==> config.mk <==
export PLATFORM = sky130hd
export DESIGN_NAME = fp_alu_scheduler
export DESIGN_NICKNAME = d
export VERILOG_FILES = /design/src/rtl/fp_alu_scheduler.sv
export SDC_FILE = /design/constraint.sdc
export NUM_CORES = 1
export LEC_CHECK = 0
export BUFFER_PORTS_ARGS = -buffer_cell sky130_fd_sc_hd__buf_4
export CORE_MARGIN = 2
export CORE_UTILIZATION = 47
export CTS_CLUSTER_SIZE = 30
export DETAILED_ROUTE_END_ITERATION = 8
export PLACE_DENSITY = 0.8
export SYNTH_ARGS = -nofsm -noshare
export SYNTH_HDL_FRONTEND = slang
export SYNTH_SLANG_ARGS = --single-unit
==> constraint.sdc <==
create_clock -name clk -period 2.2 [get_ports clk]
set_input_delay 0.22 -clock clk [delete_from_list [all_inputs] [get_ports clk]]
set_output_delay 0.22 -clock clk [all_outputs]
set_load 0.02 [all_outputs]
==> src/rtl/fp_alu_scheduler.sv <==
// Purpose : round-robin arbiter/sequencer sharing one combinational FP16 ALU among NUM_REQ requesters.
// Latency : request handshake -> rsp_valid after L+1 cycles (L = ADD_CYCLES/MUL_CYCLES), 1 cycle for bad opcode.
// Backpr. : one op in flight; no grant until the owner accepts the response, result held stable meanwhile.
//
// Ports:
//   clk, rst_n                      clock, async active-low reset
//   req_valid/req_ready             per-requester request handshake (ready one-hot, IDLE only)
//   req_op1/req_op2/req_alu_op      packed per-requester operands (16b) and opcode (4b)
//   rsp_valid/rsp_ready             per-requester response handshake (valid one-hot)
//   rsp_result/rsp_zero/rsp_err     registered response payload
//   alu_op1/alu_op2/alu_op          to shared ALU, held stable during EXEC, zero otherwise
//   alu_result/alu_zero             from shared ALU
//   busy                            high whenever not IDLE
module fp_alu_scheduler #(
    parameter int NUM_REQ    = 2,
    parameter int ADD_CYCLES = 1,
    parameter int MUL_CYCLES = 3
) (
    input  logic                   clk,
    input  logic                   rst_n,
    input  logic [NUM_REQ-1:0]     req_valid,
    output logic [NUM_REQ-1:0]     req_ready,
    input  logic [16*NUM_REQ-1:0]  req_op1,
    input  logic [16*NUM_REQ-1:0]  req_op2,
    input  logic [4*NUM_REQ-1:0]   req_alu_op,
    output logic [NUM_REQ-1:0]     rsp_valid,
    input  logic [NUM_REQ-1:0]     rsp_ready,
    output logic [15:0]            rsp_result,
    output logic                   rsp_zero,
    output logic                   rsp_err,
    output logic [15:0]            alu_op1,
    output logic [15:0]            alu_op2,
    output logic [3:0]             alu_op,
    input  logic [15:0]            alu_result,
    input  logic                   alu_zero,
    output logic                   busy
);

    localparam logic [3:0] OP_FADD = 4'b1001;
    localparam logic [3:0] OP_FSUB = 4'b1010;
    localparam logic [3:0] OP_FMUL = 4'b1011;

    typedef enum logic [1:0] {S_IDLE, S_EXEC, S_RESP} state_t;

    state_t       state_q, state_d;
    logic [1:0]   rr_ptr_q, rr_ptr_d;
    logic [1:0]   owner_q, owner_d;
    logic [2:0]   cnt_q, cnt_d;
    logic [15:0]  op1_q, op1_d;
    logic [15:0]  op2_q, op2_d;
    logic [3:0]   op_q, op_d;
    logic [15:0]  result_q, result_d;
    logic         zero_q, zero_d;
    logic         err_q, err_d;

    logic               grant_vld;
    logic [1:0]         grant;
    logic [NUM_REQ-1:0] grant_mask;
    logic [2:0]         cand;
    logic [NUM_REQ-1:0] cand_mask;
    logic [15:0]        g_op1, g_op2;
    logic [3:0]         g_op;
    logic               owner_rsp_rdy;

    // Scan candidates from the farthest to the nearest of rr_ptr so the last
    // hit (nearest upward from rr_ptr, modulo NUM_REQ) wins.
    always_comb begin
        grant_vld  = 1'b0;
        grant      = '0;
        grant_mask = '0;
        cand       = '0;
        cand_mask  = '0;
        for (int k = NUM_REQ - 1; k >= 0; k--) begin
            cand = {1'b0, rr_ptr_q} + 3'(k);
            if (cand >= 3'(NUM_REQ)) begin
                cand = cand - 3'(NUM_REQ);
            end
            cand_mask = NUM_REQ'(1) << cand;
            if (|(req_valid & cand_mask)) begin
                grant_vld  = 1'b1;
                grant      = cand[1:0];
                grant_mask = cand_mask;
            end
        end
    end

    always_comb begin
        g_op1 = '0;
        g_op2 = '0;
        g_op  = '0;
        for (int i = 0; i < NUM_REQ; i++) begin
            if (grant == 2'(i)) begin
                g_op1 = req_op1[16*i +: 16];
                g_op2 = req_op2[16*i +: 16];
                g_op  = req_alu_op[4*i +: 4];
            end
        end
    end

    assign rsp_valid     = (state_q == S_RESP) ? (NUM_REQ'(1) << owner_q) : '0;
    // Only the owner's rsp_ready bit survives the mask; others are ignored.
    assign owner_rsp_rdy = |(rsp_ready & rsp_valid);

    always_comb begin
        state_d   = state_q;
        rr_ptr_d  = rr_ptr_q;
        owner_d   = owner_q;
        cnt_d     = cnt_q;
        op1_d     = op1_q;
        op2_d     = op2_q;
        op_d      = op_q;
        result_d  = result_q;
        zero_d    = zero_q;
        err_d     = err_q;
        req_ready = '0;
        case (state_q)
            S_IDLE: begin
                if (grant_vld) begin
                    req_ready = grant_mask;
                    op1_d     = g_op1;
                    op2_d     = g_op2;
                    op_d      = g_op;
                    owner_d   = grant;
                    rr_ptr_d  = (grant == 2'(NUM_REQ - 1)) ? 2'd0 : grant + 2'd1;
                    if (g_op == OP_FADD || g_op == OP_FSUB) begin
                        cnt_d   = 3'(ADD_CYCLES - 1);
                        state_d = S_EXEC;
                    end else if (g_op == OP_FMUL) begin
                        cnt_d   = 3'(MUL_CYCLES - 1);
                        state_d = S_EXEC;
                    end else begin
                        // Bad opcode never touches the ALU.
                        result_d = '0;
                        zero_d   = 1'b1;
                        err_d    = 1'b1;
                        state_d  = S_RESP;
                    end
                end
            end
            S_EXEC: begin
                if (cnt_q == 3'd0) begin
                    result_d = alu_result;
                    zero_d   = alu_zero;
                    err_d    = 1'b0;
                    state_d  = S_RESP;
                end else begin
                    cnt_d = cnt_q - 3'd1;
                end
            end
            S_RESP: begin
                if (owner_rsp_rdy) begin
                    state_d = S_IDLE;
                end
            end
            default: state_d = S_IDLE;
        endcase
    end

    always_ff @(posedge clk or negedge rst_n) begin
        if (!rst_n) begin
            state_q  <= S_IDLE;
            rr_ptr_q <= '0;
            owner_q  <= '0;
            cnt_q    <= '0;
            op1_q    <= '0;
            op2_q    <= '0;
            op_q     <= '0;
            result_q <= '0;
            zero_q   <= 1'b0;
            err_q    <= 1'b0;
        end else begin
            state_q  <= state_d;
            rr_ptr_q <= rr_ptr_d;
            owner_q  <= owner_d;
            cnt_q    <= cnt_d;
            op1_q    <= op1_d;
            op2_q    <= op2_d;
            op_q     <= op_d;
            result_q <= result_d;
            zero_q   <= zero_d;
            err_q    <= err_d;
        end
    end

    // ALU inputs are gated to zero outside EXEC so the multi-cycle path only
    // ever sees values that are stable for the whole EXEC window.
    assign alu_op1    = (state_q == S_EXEC) ? op1_q : '0;
    assign alu_op2    = (state_q == S_EXEC) ? op2_q : '0;
    assign alu_op     = (state_q == S_EXEC) ? op_q  : '0;
    assign rsp_result = result_q;
    assign rsp_zero   = zero_q;
    assign rsp_err    = err_q;
    assign busy       = (state_q != S_IDLE);

endmodule

Word-level counts from Yosys, hierarchy flattened
Cells that the tools add are included.
{"block": "word_totals", "ramBits": 0, "regBits": 63, "latch_bits": 0, "rom_bits": 0, "mem_count": 0}
{"block": "op_classes", "add_sub_neg": 5, "n_reduce_logical": 13, "shifts": 3, "n_mul": 0, "muxes": 44, "n_eq_ne": 13, "magnitude_cmp": 2, "n_div": 0, "bitwise_logic": 3}
{"operator": "16-bit two-way mux", "n": 10}
{"operator": "16-bit case mux with 2 select lines", "n": 1}
{"operator": "2-bit two-way mux", "n": 13}
{"operator": "3-bit two-way mux", "n": 6}
{"operator": "4-bit == test (second input constant)", "n": 3}
{"operator": "4-bit two-way mux", "n": 3}
{"operator": "2-bit inequality test (second input constant)", "n": 6}
{"operator": "1-bit two-way mux", "n": 7}
{"operator": "2-bit bitwise AND", "n": 3}
{"operator": "2-bit case mux with 3 select lines", "n": 1}
{"operator": "3-bit case mux with 2 select lines", "n": 1}
{"operator": "2-bit OR reduction", "n": 3}
{"operator": "1-bit by 3-bit left shift with 2-bit output (first input constant)", "n": 2}
{"operator": "5-bit AND reduction", "n": 1}
{"operator": "2-bit by 1-bit == test with 1-bit output (second input constant)", "n": 2}
{"operator": "2-bit logical NOT", "n": 2}
{"operator": "1-bit case mux with 2 select lines", "n": 2}
{"operator": "4-bit AND reduction", "n": 1}
{"operator": "2-bit nonzero test", "n": 2}
{"operator": "2-bit by 1-bit adder with 3-bit output (second input constant)", "n": 1}
{"operator": "3-bit by 2-bit greater-or-equal comparator with 1-bit output (second input constant)", "n": 1}
{"operator": "3-bit logical NOT", "n": 1}
{"operator": "3-bit inequality test (second input constant)", "n": 1}
{"operator": "3-bit AND reduction", "n": 1}
{"operator": "other kinds (9)", "n": 9}

Logic depth before layout (Yosys ltp)
{"block": "logic_depth", "ltp_word": 16, "mapped_depth": 8, "mapped_depth_nobuf": 6}

Worst setup path after synthesis
Ideal clock, no wire load.
{"block": "synth_timing", "kind": "reg2reg", "from": "register rr_ptr_q[0]", "to": "register cnt_q[1]", "setup_ns": 0.125, "setup_slack_ns": 0.693, "t_arrival_ns": 1.382, "path_buffers": 0, "path_stages_with_launch": 5, "t_required_ns": 2.075, "path_cell_list": "dfrtp_1 -> nand2b_4 -> o2111a_1 -> o32ai_2 -> mux2_4"}
{"block": "synth_via", "elab_chain_len": 16, "word_cells_on_any_way": 31, "classes_between": "add/sub: 3; order compare: 2; eq/ne: 6; shift: 2; mux: 11; bitwise: 2; reduce/logical: 5"}
{"element": "start, declared", "line_no": "46", "rtl": "logic [1:0] rr_ptr_q, rr_ptr_d;"}
{"element": "start signal, assigned", "line_no": "173", "rtl": "rr_ptr_q <= rr_ptr_d;"}
{"element": "2-bit by 1-bit adder with 3-bit output", "line_no": "74", "rtl": "cand = {1'b0, rr_ptr_q} + 3'(k);"}
{"element": "3-bit by 2-bit subtractor with 3-bit output / 3-bit by 2-bit greater-or-equal comparator with 1-bit output (equally long branches)", "line_no": "76, 75"}
{"element": "3-bit two-way mux", "line_no": "75", "rtl": "if (cand >= 3'(NUM_REQ)) begin"}
{"element": "1-bit by 3-bit left shift with 2-bit output", "line_no": "78", "rtl": "cand_mask = NUM_REQ'(1) << cand;"}
{"element": "2-bit bitwise AND", "line_no": "79", "rtl": "if (|(req_valid & cand_mask)) begin"}
{"element": "2-bit OR reduction", "line_no": "79"}
{"element": "2-bit two-way mux (2 in a row)", "line_no": "79"}
{"element": "2-bit logical NOT", "line_no": "92", "rtl": "if (grant == 2'(i)) begin"}
{"element": "4-bit two-way mux (2 in a row)", "line_no": "92"}
{"element": "4-bit == test", "line_no": "125", "rtl": "if (g_op == OP_FADD || g_op == OP_FSUB) begin"}
{"element": "1-bit logical OR", "line_no": "125"}
{"element": "3-bit two-way mux", "line_no": "125"}
{"element": "3-bit two-way mux", "line_no": "118", "rtl": "if (grant_vld) begin"}
{"element": "3-bit case mux with 2 select lines", "line_no": "116", "rtl": "case (state_q)"}
{"element": "end signal, assigned", "line_no": "175", "rtl": "cnt_q <= cnt_d;"}
{"element": "end, declared", "line_no": "48", "rtl": "logic [2:0] cnt_q, cnt_d;"}
Parallel ways exist; a longest one is shown, timed or not. The select of a mux whose other input is x is not followed.
A chain may end at the register's enable or synchronous reset.

Final worst setup path
{"block": "layout_timing", "from": "register state_q[0]", "to": "output alu_op2[3]"}
{"block": "layout_via", "elab_chain_len": 2}
{"element": "start, declared", "line_no": "45", "rtl": "state_t state_q, state_d;"}
{"element": "start signal, assigned", "line_no": "172", "rtl": "state_q <= state_d;"}
{"element": "2-bit by 1-bit == test with 1-bit output", "line_no": "188", "rtl": "assign alu_op2 = (state_q == S_EXEC) ? op2_q : '0;"}
{"element": "16-bit two-way mux", "line_no": "188"}
{"element": "end, declared", "line_no": "32", "rtl": "output logic [15:0] alu_op2,"}
No other way between the ends.

==> run_results.csv <==
group,metric,value,unit
clock_tree,cts-root-buf,"clkbuf_8",
grt,grt_overflow,0,
sta,worstMarginPinSlew,0.796,ns
power_and_ir_drop,power.density,1080,nW/um2
detailed_routing,viasPerCell,5.27,
detailed_routing,postRouteAntennaNets,0,
clock_tree,cts_buffers,9,
sta,relSlewSlack,46.9,%
layout,final_cell_area,4760,um2
layout,layout-area-overhead-vs-synth,41.9,%
logic_synthesis,ys_seq_area_share,47.0,%
sta,hold_violations,0,
power_and_ir_drop,irDropWorstVdd,646,uV
clock_tree,cts.path.max_buffers,2,
detailed_routing,first_iter_violations,149,
detailed_routing,drc,0,
critical_path,criticalPathCategory,"reg -> out",
floorplanning,start_util,48.9,%
grt,grt_start_max_net_pins,64,
layout,final_common_cell,"buf_4",
logic_synthesis,ys_top_cells_by_area,"dfrtp_1 (47%), nand3_1 (9.5%), nand2_1 (9.4%)",
min_path,holdCritStartpoint,"req_op1[9]",
sta,rsz0062_at_grt,"false",
logic_synthesis,synth_top_area_share,47.0,%
critical_path,setup.worst_path.start,"state_q[0]$_DFFE_PN0P_",
logic_synthesis,syn_area,3360,um2
grt,track_usage,23.6,%
grt,antenna_found_initial,0,
grt,grt_pass1_vias,3099,
floorplanning,die-area,7830,um2
logic_synthesis,synth_edf_count,0,
logic_synthesis,syn_avg_cell_area,9.02,um2
clock_tree,clk_pin_slew_worst_paths,0.07,ns
clock_tree,clock_latency,0.34,ns
layout,finish.net_count,619,
place,dp.cells,606,
detailed_routing,wl,9330,um
sta,period_minus_slack,2.05,ns
clock_tree,ctsResizeCount,0,
floorplanning,io_pins,154,
detailed_routing,first_pass_iters,4,
logic_synthesis,ys_warn_count,0,
run_status,status,"finished clean",
floorplanning,rows,30,
clock_tree,clock-sinks,63,
sta,fmax,488,MHz
detailed_routing,wl_per_cell,15.0,um
logic_synthesis,synth.largest_area_cell,"dfrtp_1",
critical_path,cp-start-kind,"flip-flop",
sta,whs,0.0776,ns
logic_synthesis,ys_ff_latch,63,
layout,num_antenna_cells,0,
floorplanning,core-area,6870,um2
sta,fin_tns_setup,0,ns
clock_tree,cts-hold-fix-buffers,1,
job,maxCapViolCount,0,
critical_path,r2r_start,"state_q[0]$_DFFE_PN0P_",
floorplanning,die_x,88.5,um
critical_path,crit_fanout,13,
sta,finalWorstSetupSlack,0.151,ns
sta,fin_skew,0.00871,ns
clock_tree,cts_setup_buffers,0,
layout,drive_above_1_share,39.0,%
power_and_ir_drop,finalPower,5.13,mW
sta,fin_crit_sh,93.1,%
clock_tree,cts_tree,"built",
layout,finish.utilization,69.3,%
critical_path,required,1.98,ns
layout,final_cells,622,
floorplanning,chipHeight,88.5,um
min_path,hp-class,"in -> reg",
clock_tree,htree_levels,3,
logic_synthesis,async_reset_ff_share,100,%
place,port_buffers,153,
logic_synthesis,yosysUniqueCellTypes,47,
critical_path,worst-r2r-setup-slack,0.40,ns
grt,grt_pass1_wl,14300,um
place,place_congestion,0.798,
detailed_routing,vias,3278,
logic_synthesis,syn_inst,372,
sta,setup_viol,0,
place,dp_slack,0.388,ns
critical_path,crit_arrival,1.83,ns
logic_synthesis,synthFlopType,"dfrtp_1",
sta,drv_slew,0,
layout,layout_common_cells,"buf_4 (164), nand2_1 (84), nand3_1 (64)",
place,post_dp_cell_area,4550,um2
critical_path,worst_setup_path_end_kind,"output pin",
place,hpwl,6910,um
logic_synthesis,mappedNetlistNets,469,
power_and_ir_drop,p_leak,2.40,nW
area by class of cell:
type / instances / area, um2
clock buffer: 12 / 155
clock inverter: 3 / 42.5
sequential: 63 / 1580
tap: 96 / 120
timing repair buffer: 165 / 1240
inverter: 5 / 18.8
multi-input combinational: 278 / 1610
fill: 569 / 2110
path summary, 6_finish.rpt:
check,cells after the start,end
worst max-delay path,4,alu_op2[3]
worst min-delay path,3,op1_q[9]$_DFFE_PN0P_
worst max register to register,5,cnt_q[1]$_DFFE_PN0P_
worst min register to register,2,op_q[2]$_DFFE_PN0P_
max in group asynchronous,2,op2_q[5]$_DFFE_PN0P_
min in group asynchronous,2,rsp_result[0]$_DFFE_PN0P_
per-layer routing:
metal	track usage, %	part of all wire [%]	vias to the layer above
li1	-	-	1570
met3	5.04	4.7	22
met4	10.2	2.6	0
met2	41.4	53	108
met1	28.1	40	1578
met5	0	0	-
flip-flops by register name, indices dropped and copies added, names as in the netlist:
name / flops
cnt_q: 3
op1_q: 16
op2_q: 16
op_q: 4
owner_q: 2
rr_ptr_q: 2
rsp_err: 1
rsp_result: 16
rsp_zero: 1
state_q: 2
worst max-delay path, stage by stage (launching register included):
cell and delay [ns]:
dfrtp_1 0.46, nor2b_2 0.45, buf_4 0.25, and2_1 0.18
buf_4 0.15
cell usage after synthesis (2+ instances only):
master,number
nand2_1,84
nand3_1,64
dfrtp_1,63
and2_1,40
a22oi_1,16
o21ai_0,14
buf_2,12
o21ai_2,10
clkbuf_1,7
nor2_1,7
mux2i_1,5
and3_1,4
buf_6,4
inv_1,4
nand2b_1,3
buf_4,2
ha_1,2
o21a_1,2
report_power, final:
part	switching, mW	internal [mW]	total [mW]
clock	0.427	0.577	1.00
sequential	0.265	1.60	1.86
combinational	1.32	0.951	2.27
total	2.01	3.13	5.13
cells by family (layout without fill, tap and decap cells):
group / after synthesis / in the layout / synth area share (%)
xor+xnor: 2 / 2 / 0.522
buf+inv: 31 / 185 / 5.33
simple gates: 215 / 215 / 32.0
compound gates: 52 / 52 / 12.2
mux: 7 / 7 / 2.27
fa+ha+maj: 2 / 2 / 0.746
flops: 63 / 63 / 47.0
Power figures use the tool's default switching activity.
